## src/rtl/eth_frame_tx.sv

```systemverilog
// RMII Ethernet frame transmitter: preamble/SFD, prefetched RAM payload, zero pad, optional FCS, IFG.
// Define ETH_TX_FCS_EN to build the CRC-32 generator and append the 4-byte FCS.
module eth_frame_tx #(
    parameter int unsigned RAM_SIZE     = 2048,
    parameter int unsigned MIN_PAYLOAD  = 60,
    parameter int unsigned MAX_PAYLOAD  = 1514,
    parameter int unsigned PREAMBLE_LEN = 7,
    parameter int unsigned IFG_BYTES    = 12,
    localparam int unsigned AW          = $clog2(RAM_SIZE)
) (
    input  logic          clk,
    input  logic          reset,
    input  logic          start,
    input  logic [AW-1:0] data_start,
    input  logic [AW-1:0] data_end,
    output logic          ram_read_req,
    output logic [AW-1:0] ram_read_addr,
    input  logic          ram_read_ready,
    input  logic [7:0]    ram_read_out,
    output logic          eth_txen,
    output logic [1:0]    eth_txd,
    output logic          busy,
    output logic          done,
    output logic          underrun
);

    localparam int unsigned CW      = 16;
    localparam int unsigned IFG_CYC = 4 * IFG_BYTES;
`ifdef ETH_TX_FCS_EN
    localparam bit FCS_EN = 1'b1;
`else
    localparam bit FCS_EN = 1'b0;
`endif

    typedef enum logic [2:0] {
        S_IDLE, S_PREAMBLE, S_SFD, S_PAYLOAD, S_PAD, S_FCS, S_IFG
    } state_e;

    // First state at or after s that actually has bytes to send.
    function automatic state_e skip_empty(input state_e s, input logic [CW-1:0] len,
                                          input logic [CW-1:0] pad);
        state_e r;
        r = s;
        if (r == S_PREAMBLE && PREAMBLE_LEN == 0) r = S_SFD;
        if (r == S_PAYLOAD && len == '0)          r = S_PAD;
        if (r == S_PAD && pad == '0)              r = S_FCS;
        if (r == S_FCS && !FCS_EN)                r = S_IFG;
        return r;
    endfunction

    state_e        r_state, w_state_nxt, w_cand;
    logic [CW-1:0] r_cnt, w_cnt_nxt, w_cand_cnt, w_cnt_inc;
    logic [CW-1:0] r_len, w_len_nxt, r_pad, w_pad_nxt, w_len_eff;
    logic [CW-1:0] w_len_raw, w_len_c, w_pad_c;
    logic [1:0]    r_phase, w_phase_nxt;
    logic [7:0]    r_byte, w_byte_nxt, r_buf;
    logic          r_buf_vld;
    logic [AW-1:0] r_ptr, w_ptr_nxt, w_ptr_eff, r_addr, w_addr_nxt;
    logic          w_accept, w_enter, w_consume, w_fetch, w_underrun_nxt;
    logic          r_txen, w_txen_nxt, r_busy, w_busy_nxt, r_done, w_done_nxt, r_underrun, r_req;
    logic [1:0]    r_txd, w_txd_nxt;

    // Frame length sampled on start: wrapped distance, clamped, then padding needed.
    assign w_len_raw = (data_end >= data_start) ? CW'(data_end) - CW'(data_start)
                                                : CW'(RAM_SIZE) - CW'(data_start) + CW'(data_end);
    assign w_len_c   = (w_len_raw > CW'(MAX_PAYLOAD)) ? CW'(MAX_PAYLOAD) : w_len_raw;
    assign w_pad_c   = (w_len_c < CW'(MIN_PAYLOAD)) ? CW'(MIN_PAYLOAD) - w_len_c : '0;
    assign w_cnt_inc = r_cnt + CW'(1);

`ifdef ETH_TX_FCS_EN
    logic [31:0] r_crc, w_crc_upd;

    function automatic logic [31:0] crc_dibit(input logic [31:0] c, input logic [1:0] d);
        logic [31:0] r;
        r = c;
        for (int i = 0; i < 2; i++) r = (r[0] ^ d[i]) ? ((r >> 1) ^ 32'hEDB88320) : (r >> 1);
        return r;
    endfunction

    // CRC folds in the dibit currently on the wire while in payload or pad.
    assign w_crc_upd = (r_state == S_PAYLOAD || r_state == S_PAD) ? crc_dibit(r_crc, r_txd) : r_crc;

    always_ff @(posedge clk or negedge reset) begin
        if (!reset)        r_crc <= '1;
        else if (w_accept) r_crc <= '1;
        else               r_crc <= w_crc_upd;
    end
`endif

    // State register, prefetch buffer and registered outputs.
    always_ff @(posedge clk or negedge reset) begin
        if (!reset) begin
            r_state    <= S_IDLE;
            r_cnt      <= '0;
            r_phase    <= '0;
            r_byte     <= '0;
            r_len      <= '0;
            r_pad      <= '0;
            r_ptr      <= '0;
            r_addr     <= '0;
            r_buf      <= '0;
            r_buf_vld  <= 1'b0;
            r_txen     <= 1'b0;
            r_txd      <= '0;
            r_busy     <= 1'b0;
            r_done     <= 1'b0;
            r_underrun <= 1'b0;
            r_req      <= 1'b0;
        end else begin
            r_state    <= w_state_nxt;
            r_cnt      <= w_cnt_nxt;
            r_phase    <= w_phase_nxt;
            r_byte     <= w_byte_nxt;
            r_len      <= w_len_nxt;
            r_pad      <= w_pad_nxt;
            r_ptr      <= w_ptr_nxt;
            r_addr     <= w_addr_nxt;
            r_txen     <= w_txen_nxt;
            r_txd      <= w_txd_nxt;
            r_busy     <= w_busy_nxt;
            r_done     <= w_done_nxt;
            r_underrun <= w_underrun_nxt;
            r_req      <= w_fetch;
            if (w_accept || w_consume) begin
                r_buf_vld <= 1'b0;
            end else if (ram_read_ready) begin
                r_buf     <= ram_read_out;
                r_buf_vld <= 1'b1;
            end
        end
    end

    // Next state: advance on the last dibit of each byte slot, then load the next slot.
    always_comb begin
        w_state_nxt    = r_state;
        w_cnt_nxt      = r_cnt;
        w_phase_nxt    = r_phase + 2'd1;
        w_byte_nxt     = r_byte;
        w_len_nxt      = r_len;
        w_pad_nxt      = r_pad;
        w_ptr_nxt      = r_ptr;
        w_addr_nxt     = r_addr;
        w_accept       = 1'b0;
        w_enter        = 1'b0;
        w_consume      = 1'b0;
        w_fetch        = 1'b0;
        w_underrun_nxt = 1'b0;
        w_cand         = r_state;
        w_cand_cnt     = '0;
        w_ptr_eff      = r_ptr;
        w_len_eff      = r_len;
        case (r_state)
            S_IDLE: begin
                w_phase_nxt = '0;
                if (start) begin
                    w_accept  = 1'b1;
                    w_enter   = 1'b1;
                    w_len_nxt = w_len_c;
                    w_pad_nxt = w_pad_c;
                    w_len_eff = w_len_c;
                    w_ptr_eff = data_start;
                    w_ptr_nxt = data_start;
                    w_cand    = skip_empty(S_PREAMBLE, w_len_c, w_pad_c);
                end
            end
            S_IFG: begin
                w_phase_nxt = '0;
                if (r_cnt == CW'(IFG_CYC - 1)) begin
                    w_state_nxt = S_IDLE;
                    w_cnt_nxt   = '0;
                end else begin
                    w_cnt_nxt = w_cnt_inc;
                end
            end
            default: begin
                if (r_phase == 2'd3) begin
                    w_enter = 1'b1;
                    case (r_state)
                        S_PREAMBLE: if (w_cnt_inc < CW'(PREAMBLE_LEN)) begin
                                        w_cand = S_PREAMBLE; w_cand_cnt = w_cnt_inc;
                                    end else w_cand = S_SFD;
                        S_SFD:      w_cand = skip_empty(S_PAYLOAD, r_len, r_pad);
                        S_PAYLOAD:  if (w_cnt_inc < r_len) begin
                                        w_cand = S_PAYLOAD; w_cand_cnt = w_cnt_inc;
                                    end else w_cand = skip_empty(S_PAD, r_len, r_pad);
                        S_PAD:      if (w_cnt_inc < r_pad) begin
                                        w_cand = S_PAD; w_cand_cnt = w_cnt_inc;
                                    end else w_cand = skip_empty(S_FCS, r_len, r_pad);
                        S_FCS:      if (w_cnt_inc < CW'(4)) begin
                                        w_cand = S_FCS; w_cand_cnt = w_cnt_inc;
                                    end else w_cand = S_IFG;
                        default:    w_cand = S_IFG;
                    endcase
                end
            end
        endcase

        if (w_enter) begin
            w_state_nxt = w_cand;
            w_cnt_nxt   = w_cand_cnt;
            w_phase_nxt = '0;
            case (w_cand)
                S_PREAMBLE: w_byte_nxt = 8'h55;
                S_SFD:      w_byte_nxt = 8'hD5;
                S_PAYLOAD: begin
                    // Payload byte must already be buffered or arriving now, else abort.
                    if (r_buf_vld) begin
                        w_byte_nxt = r_buf;
                        w_consume  = 1'b1;
                    end else if (ram_read_ready) begin
                        w_byte_nxt = ram_read_out;
                        w_consume  = 1'b1;
                    end else begin
                        w_state_nxt    = S_IFG;
                        w_cnt_nxt      = '0;
                        w_underrun_nxt = 1'b1;
                    end
                end
`ifdef ETH_TX_FCS_EN
                S_FCS: begin
                    case (w_cand_cnt[1:0])
                        2'd0:    w_byte_nxt = ~w_crc_upd[7:0];
                        2'd1:    w_byte_nxt = ~w_crc_upd[15:8];
                        2'd2:    w_byte_nxt = ~w_crc_upd[23:16];
                        default: w_byte_nxt = ~w_crc_upd[31:24];
                    endcase
                end
`endif
                default:    w_byte_nxt = 8'h00;
            endcase
            if ((w_state_nxt == S_SFD && w_len_eff != '0) ||
                (w_state_nxt == S_PAYLOAD && (w_cand_cnt + CW'(1)) < w_len_eff)) begin
                w_fetch    = 1'b1;
                w_addr_nxt = w_ptr_eff;
                w_ptr_nxt  = (w_ptr_eff == AW'(RAM_SIZE - 1)) ? '0 : w_ptr_eff + AW'(1);
            end
        end
    end

    // Output decode from the next state, registered alongside it.
    always_comb begin
        w_txen_nxt = (w_state_nxt != S_IDLE) && (w_state_nxt != S_IFG);
        w_txd_nxt  = w_txen_nxt ? w_byte_nxt[{w_phase_nxt, 1'b0} +: 2] : 2'b00;
        w_busy_nxt = (w_state_nxt != S_IDLE);
        w_done_nxt = (w_state_nxt == S_IFG) && (w_cnt_nxt == CW'(IFG_CYC - 1));
    end

    assign ram_read_req  = r_req;
    assign ram_read_addr = r_addr;
    assign eth_txen      = r_txen;
    assign eth_txd       = r_txd;
    assign busy          = r_busy;
    assign done          = r_done;
    assign underrun      = r_underrun;

endmodule

```

## config.mk

```make
export PLATFORM = sky130hd
export DESIGN_NAME = eth_frame_tx
export DESIGN_NICKNAME = d
export VERILOG_FILES = /design/src/rtl/eth_frame_tx.sv
export SDC_FILE = /design/constraint.sdc
export NUM_CORES = 1
export LEC_CHECK = 0
export CORE_AREA = 3 3 173 175
export CTS_BUF_LIST = sky130_fd_sc_hd__clkbuf_8
export CTS_CLUSTER_SIZE = 30
export DETAILED_ROUTE_END_ITERATION = 10
export DIE_AREA = 0 0 176 178
export PLACE_DENSITY_LB_ADDON = 0.15
export SLEW_MARGIN = 40
export SYNTH_ARGS = -nofsm -noshare
export SYNTH_HDL_FRONTEND = slang
export SYNTH_SLANG_ARGS = --single-unit
```

## constraint.sdc

```tcl
create_clock -name clk -period 22 [get_ports clk]
set_input_delay 4.4 -clock clk [delete_from_list [all_inputs] [get_ports clk]]
set_output_delay 4.4 -clock clk [all_outputs]
set_load 0.01 [all_outputs]
```

==> results.py <==
metrics = {
    "status": {
        "outcome": "finished, final reports clean",
    },
    "worst_setup_path": {
        "reg2reg_from": "r_cnt[0]",
        "crit_path_end_kind": "flop",
        "critPathLaunch": "data_start[2]",
        "path_max_fanout": 36,
        "worstSetupStartpointType": "input port",
        "cp.required_ns": 22.29,
        "worst_ep_arrival_time_ns": 12.09,
        "worstSetupPathType": "input port to flop",
    },
    "die": {
        "ios": 52,
        "dieArea_um2": 31330,
        "rows": 62,
        "core_area_um2": 28630,
        "fp.dieW_um": 176,
        "start_util": 0.2974,
        "die_h_um": 178,
    },
    "place": {
        "dp_hpwl_um": 20160,
        "dpl_cell_area_um2": 9375,
        "placed_cells": 1417,
        "io_buffers": 51,
        "gp_congestion": 0.8393,
    },
    "yosys": {
        "synth_edf_count": 0,
        "syn-num-nets": 1123,
        "synth_area_um2": 8512,
        "synth_cells": 1016,
        "async_flop_share": 1.000,
        "ys_seq_area_frac": 0.2910,
        "avgSynthCellArea_um2": 8.378,
        "synth-seq-cells": 99,
        "yosysWarnings": 0,
        "synth.distinct_cells": 85,
        "ys.flop_type": "dfrtp_1",
    },
    "sta": {
        "relSlewSlack": 0.4788,
        "clock.fmax_ghz": 0.08475,
        "finalCritPeriodShare": 0.5363,
        "fin_skew_ns": 0.01899,
        "drv_slew": 0,
        "setup_violations": 0,
        "finalHoldViolations": 0,
        "fin_setup_tns_ns": 0,
        "worstMarginPinSlew_ns": 0.7737,
        "rsz0062_at_grt": "no",
        "finalCriticalPeriod_ns": 11.80,
    },
    "cells_and_area": {
        "post-route-util": 0.3341,
        "stdcell_area_um2": 9563,
        "syn2layout_area_growth_pct": 12.35,
        "final_cells": 1433,
        "n_fill_cell": 3074,
        "multiInputGateArea_um2": 5530,
        "layout.nets": 1151,
        "drive_above_1_share": 0.05910,
        "seqCellArea_um2": 2477,
        "antenna_cells": 0,
    },
    "global_routing": {
        "grt_antenna_before_repair": 0,
        "grt.overflow.total": 0,
        "grt_pass1_wl_um": 41740,
        "grt_pass1_vias": 7603,
        "grt_start_max_net_pins": 61,
        "grt_usage": 0.1673,
    },
    "power_and_ir_drop": {
        "fin_total_pwr_uw": 970.7,
        "p_sw_frac": 0.4811,
        "p_per_area_nw_per_um2": 101.5,
        "leakage_nw": 4.342,
        "p_int_uw": 503.8,
        "ir_drop_mv": 0.05398,
        "clkPwrFrac": 0.125,
        "p_switching_uw": 467.0,
        "combPwrFrac": 0.574,
        "p_seq_frac": 0.301,
    },
    "min_path": {
        "hold_class": "flop to flop",
        "min_from": "r_buf[1]",
    },
    "detailed_routing": {
        "drcViolationCount": 0,
        "initialDrtViolationCount": 460,
        "drtPass1Iterations": 5,
        "vias": 7543,
        "ant_nets": 0,
        "viasPerCell": 5.264,
        "routed_wl_um": 25850,
        "wl_per_cell_um": 18.04,
    },
    "clocking": {
        "cts_tree": "built",
        "worst_skew_pair.late_latency_ns": 0.41,
        "cts.hold.buffers_added": 0,
        "postCtsSetupBuffers": 0,
        "cts_buffers": 9,
        "cts_sinks": 99,
        "cts_resized": 0,
        "cts_root_buf": "clkbuf_8",
        "clock_path_buffers": 2,
        "clk_pin_slew_ns": 0.11,
        "htree_levels": 3,
    },
    "flow_run": {
        "cap_violations": 0,
    },
}
state kept, by name (all words and copies together), names as in the netlist:
register,count
r_pad,16
r_ptr,11
r_phase,2
r_buf,8
underrun,1
r_state,3
ram_read_addr,11
r_buf_vld,1
r_byte,8
done,1
eth_txd,2
busy,1
r_len,16
ram_read_req,1
eth_txen,1
r_cnt,16
cells by family (layout without fill, tap and decap cells):
family | count (synthesis) | after routing | synth area share
AND/OR/NAND/NOR | 368 | 368 | 0.2178
AO/OA/AOI/OAI | 242 | 242 | 0.1968
buffers and inverters | 127 | 160 | 0.06027
flip-flops | 99 | 99 | 0.2910
adder cells (fa/ha/maj) | 75 | 75 | 0.1114
XOR/XNOR | 65 | 65 | 0.07335
multiplexers | 40 | 40 | 0.04924
worst max-delay path: stages:
cell	delay (ns)
clkdlybuf4s50_1	0.50
nor4_1	0.53
nand2_1	0.18
nor2_1	0.15
xnor2_1	0.14
ha_1	0.30
a211o_1	0.31
o31ai_1	0.29
o21ai_0	0.18
xnor2_1	0.17
a211oi_1	0.58
o2111ai_1	0.25
or4b_1	0.58
a21oi_2	0.46
a22oi_1	0.17
ha_1	0.35
a21o_1	0.16
a21o_1	0.17
a21o_1	0.17
a21o_1	0.17
a211oi_1	0.21
o21ai_0	0.14
or3_1	0.33
o211a_1	0.26
a211oi_4	0.21
buf_4	0.36
mux2_2	0.38
through the flow:
| step | setup slack, ns | hold slack (ns) |
|---|---|---|
| final | 10.20 | 0.5172 |
| after global routing | 9.624 | 0.5411 |
| after CTS | 9.940 | 0.5204 |
| after detailed placement | 9.526 | 0.4939 |
| after global placement | 9.614 | 0.4880 |
| after floorplan | 11.37 | 0.4667 |
layer usage:
| metal | GRT usage | up-vias | share of wire |
|---|---|---|---|
| li1 | - | 3715 | - |
| met2 | 0.2659 | 159 | 0.45 |
| met4 | 0.04256 | 0 | 0.015 |
| met1 | 0.2385 | 3647 | 0.49 |
| met3 | 0.02512 | 22 | 0.041 |
| met5 | 0 | - | 0 |
power groups by stage:
stage	Sequential [mW]	Clock, mW	Combinational (mW)
2_1_floorplan	0.269	0	0.400
3_3_place_gp	0.295	0	0.554
3_5_place_dp	0.295	0	0.556
4_1_cts	0.292	0.127	0.559
5_1_grt	0.300	0.134	0.624
6_report	0.292	0.121	0.557
layout make-up:
type | count | area share
Clock buffer | 10 | 0.01439
Clock inverter | 6 | 0.004841
Inverter | 85 | 0.03336
Multi-Input combinational cell | 790 | 0.5783
Sequential cell | 99 | 0.2591
Tap cell | 384 | 0.05024
Timing Repair Buffer | 59 | 0.05979
Yosys cell counts, drive strengths merged, types with 9 or more instances:
library cell  number  area (um^2)
buf               19        107.6
clkbuf            23        86.33
nand2             91        344.1
mux2              15        168.9
xor2              21        183.9
dfrtp             99         2477
ha                71        888.4
a21oi             48        240.2
nand2b            10        62.56
xnor2             40        350.3
o21ai             45        225.2
a211oi            20        162.7
o22ai             15        93.84
nand3             23        125.1
mux2i             25        250.2
nor2b             10        62.56
nor3              29        161.4
nor4              22        165.2
and3              12        75.07
inv               84        315.3
a21o              25        187.7
and2              10        62.56
or3                9        56.30
nand4             15        108.9
nor2             111        416.7
path summary, 6_finish.rpt:
check | endpoint | slack (ns) | cells after the start
setup / recovery | ram_read_addr[2] | 10.20 | 27
hold / removal | r_buf[1] | 0.52 | 1
setup reg to reg | ram_read_addr[2] | 12.94 | 30
hold reg to reg | r_buf[1] | 0.52 | 1
max in group asynchronous | ram_read_addr[7] | 17.06 | 2
min in group asynchronous | r_pad[1] | 3.96 | 1
placed cells by master (no fill, tap or decap), drive strengths merged, types with 4 or more instances in the layout:
cell	count
a211oi	20
a21boi	6
a21o	25
a21oi	48
a22oi	4
a31o	4
a31oi	7
and2	10
and3	12
and4	4
buf	9
clkbuf	10
clkdlybuf4s50	50
dfrtp	99
ha	71
inv	86
mux2	15
mux2i	25
nand2	91
nand2b	10
nand3	23
nand4	15
nor2	111
nor2b	10
nor3	29
nor4	22
o2111ai	4
o211a	5
o211ai	4
o21a	7
o21ai	45
o22ai	15
o31ai	8
or3	9
or4	4
xnor2	40
xnor3	4
xor2	21
(Power assumes the default switching activity.)
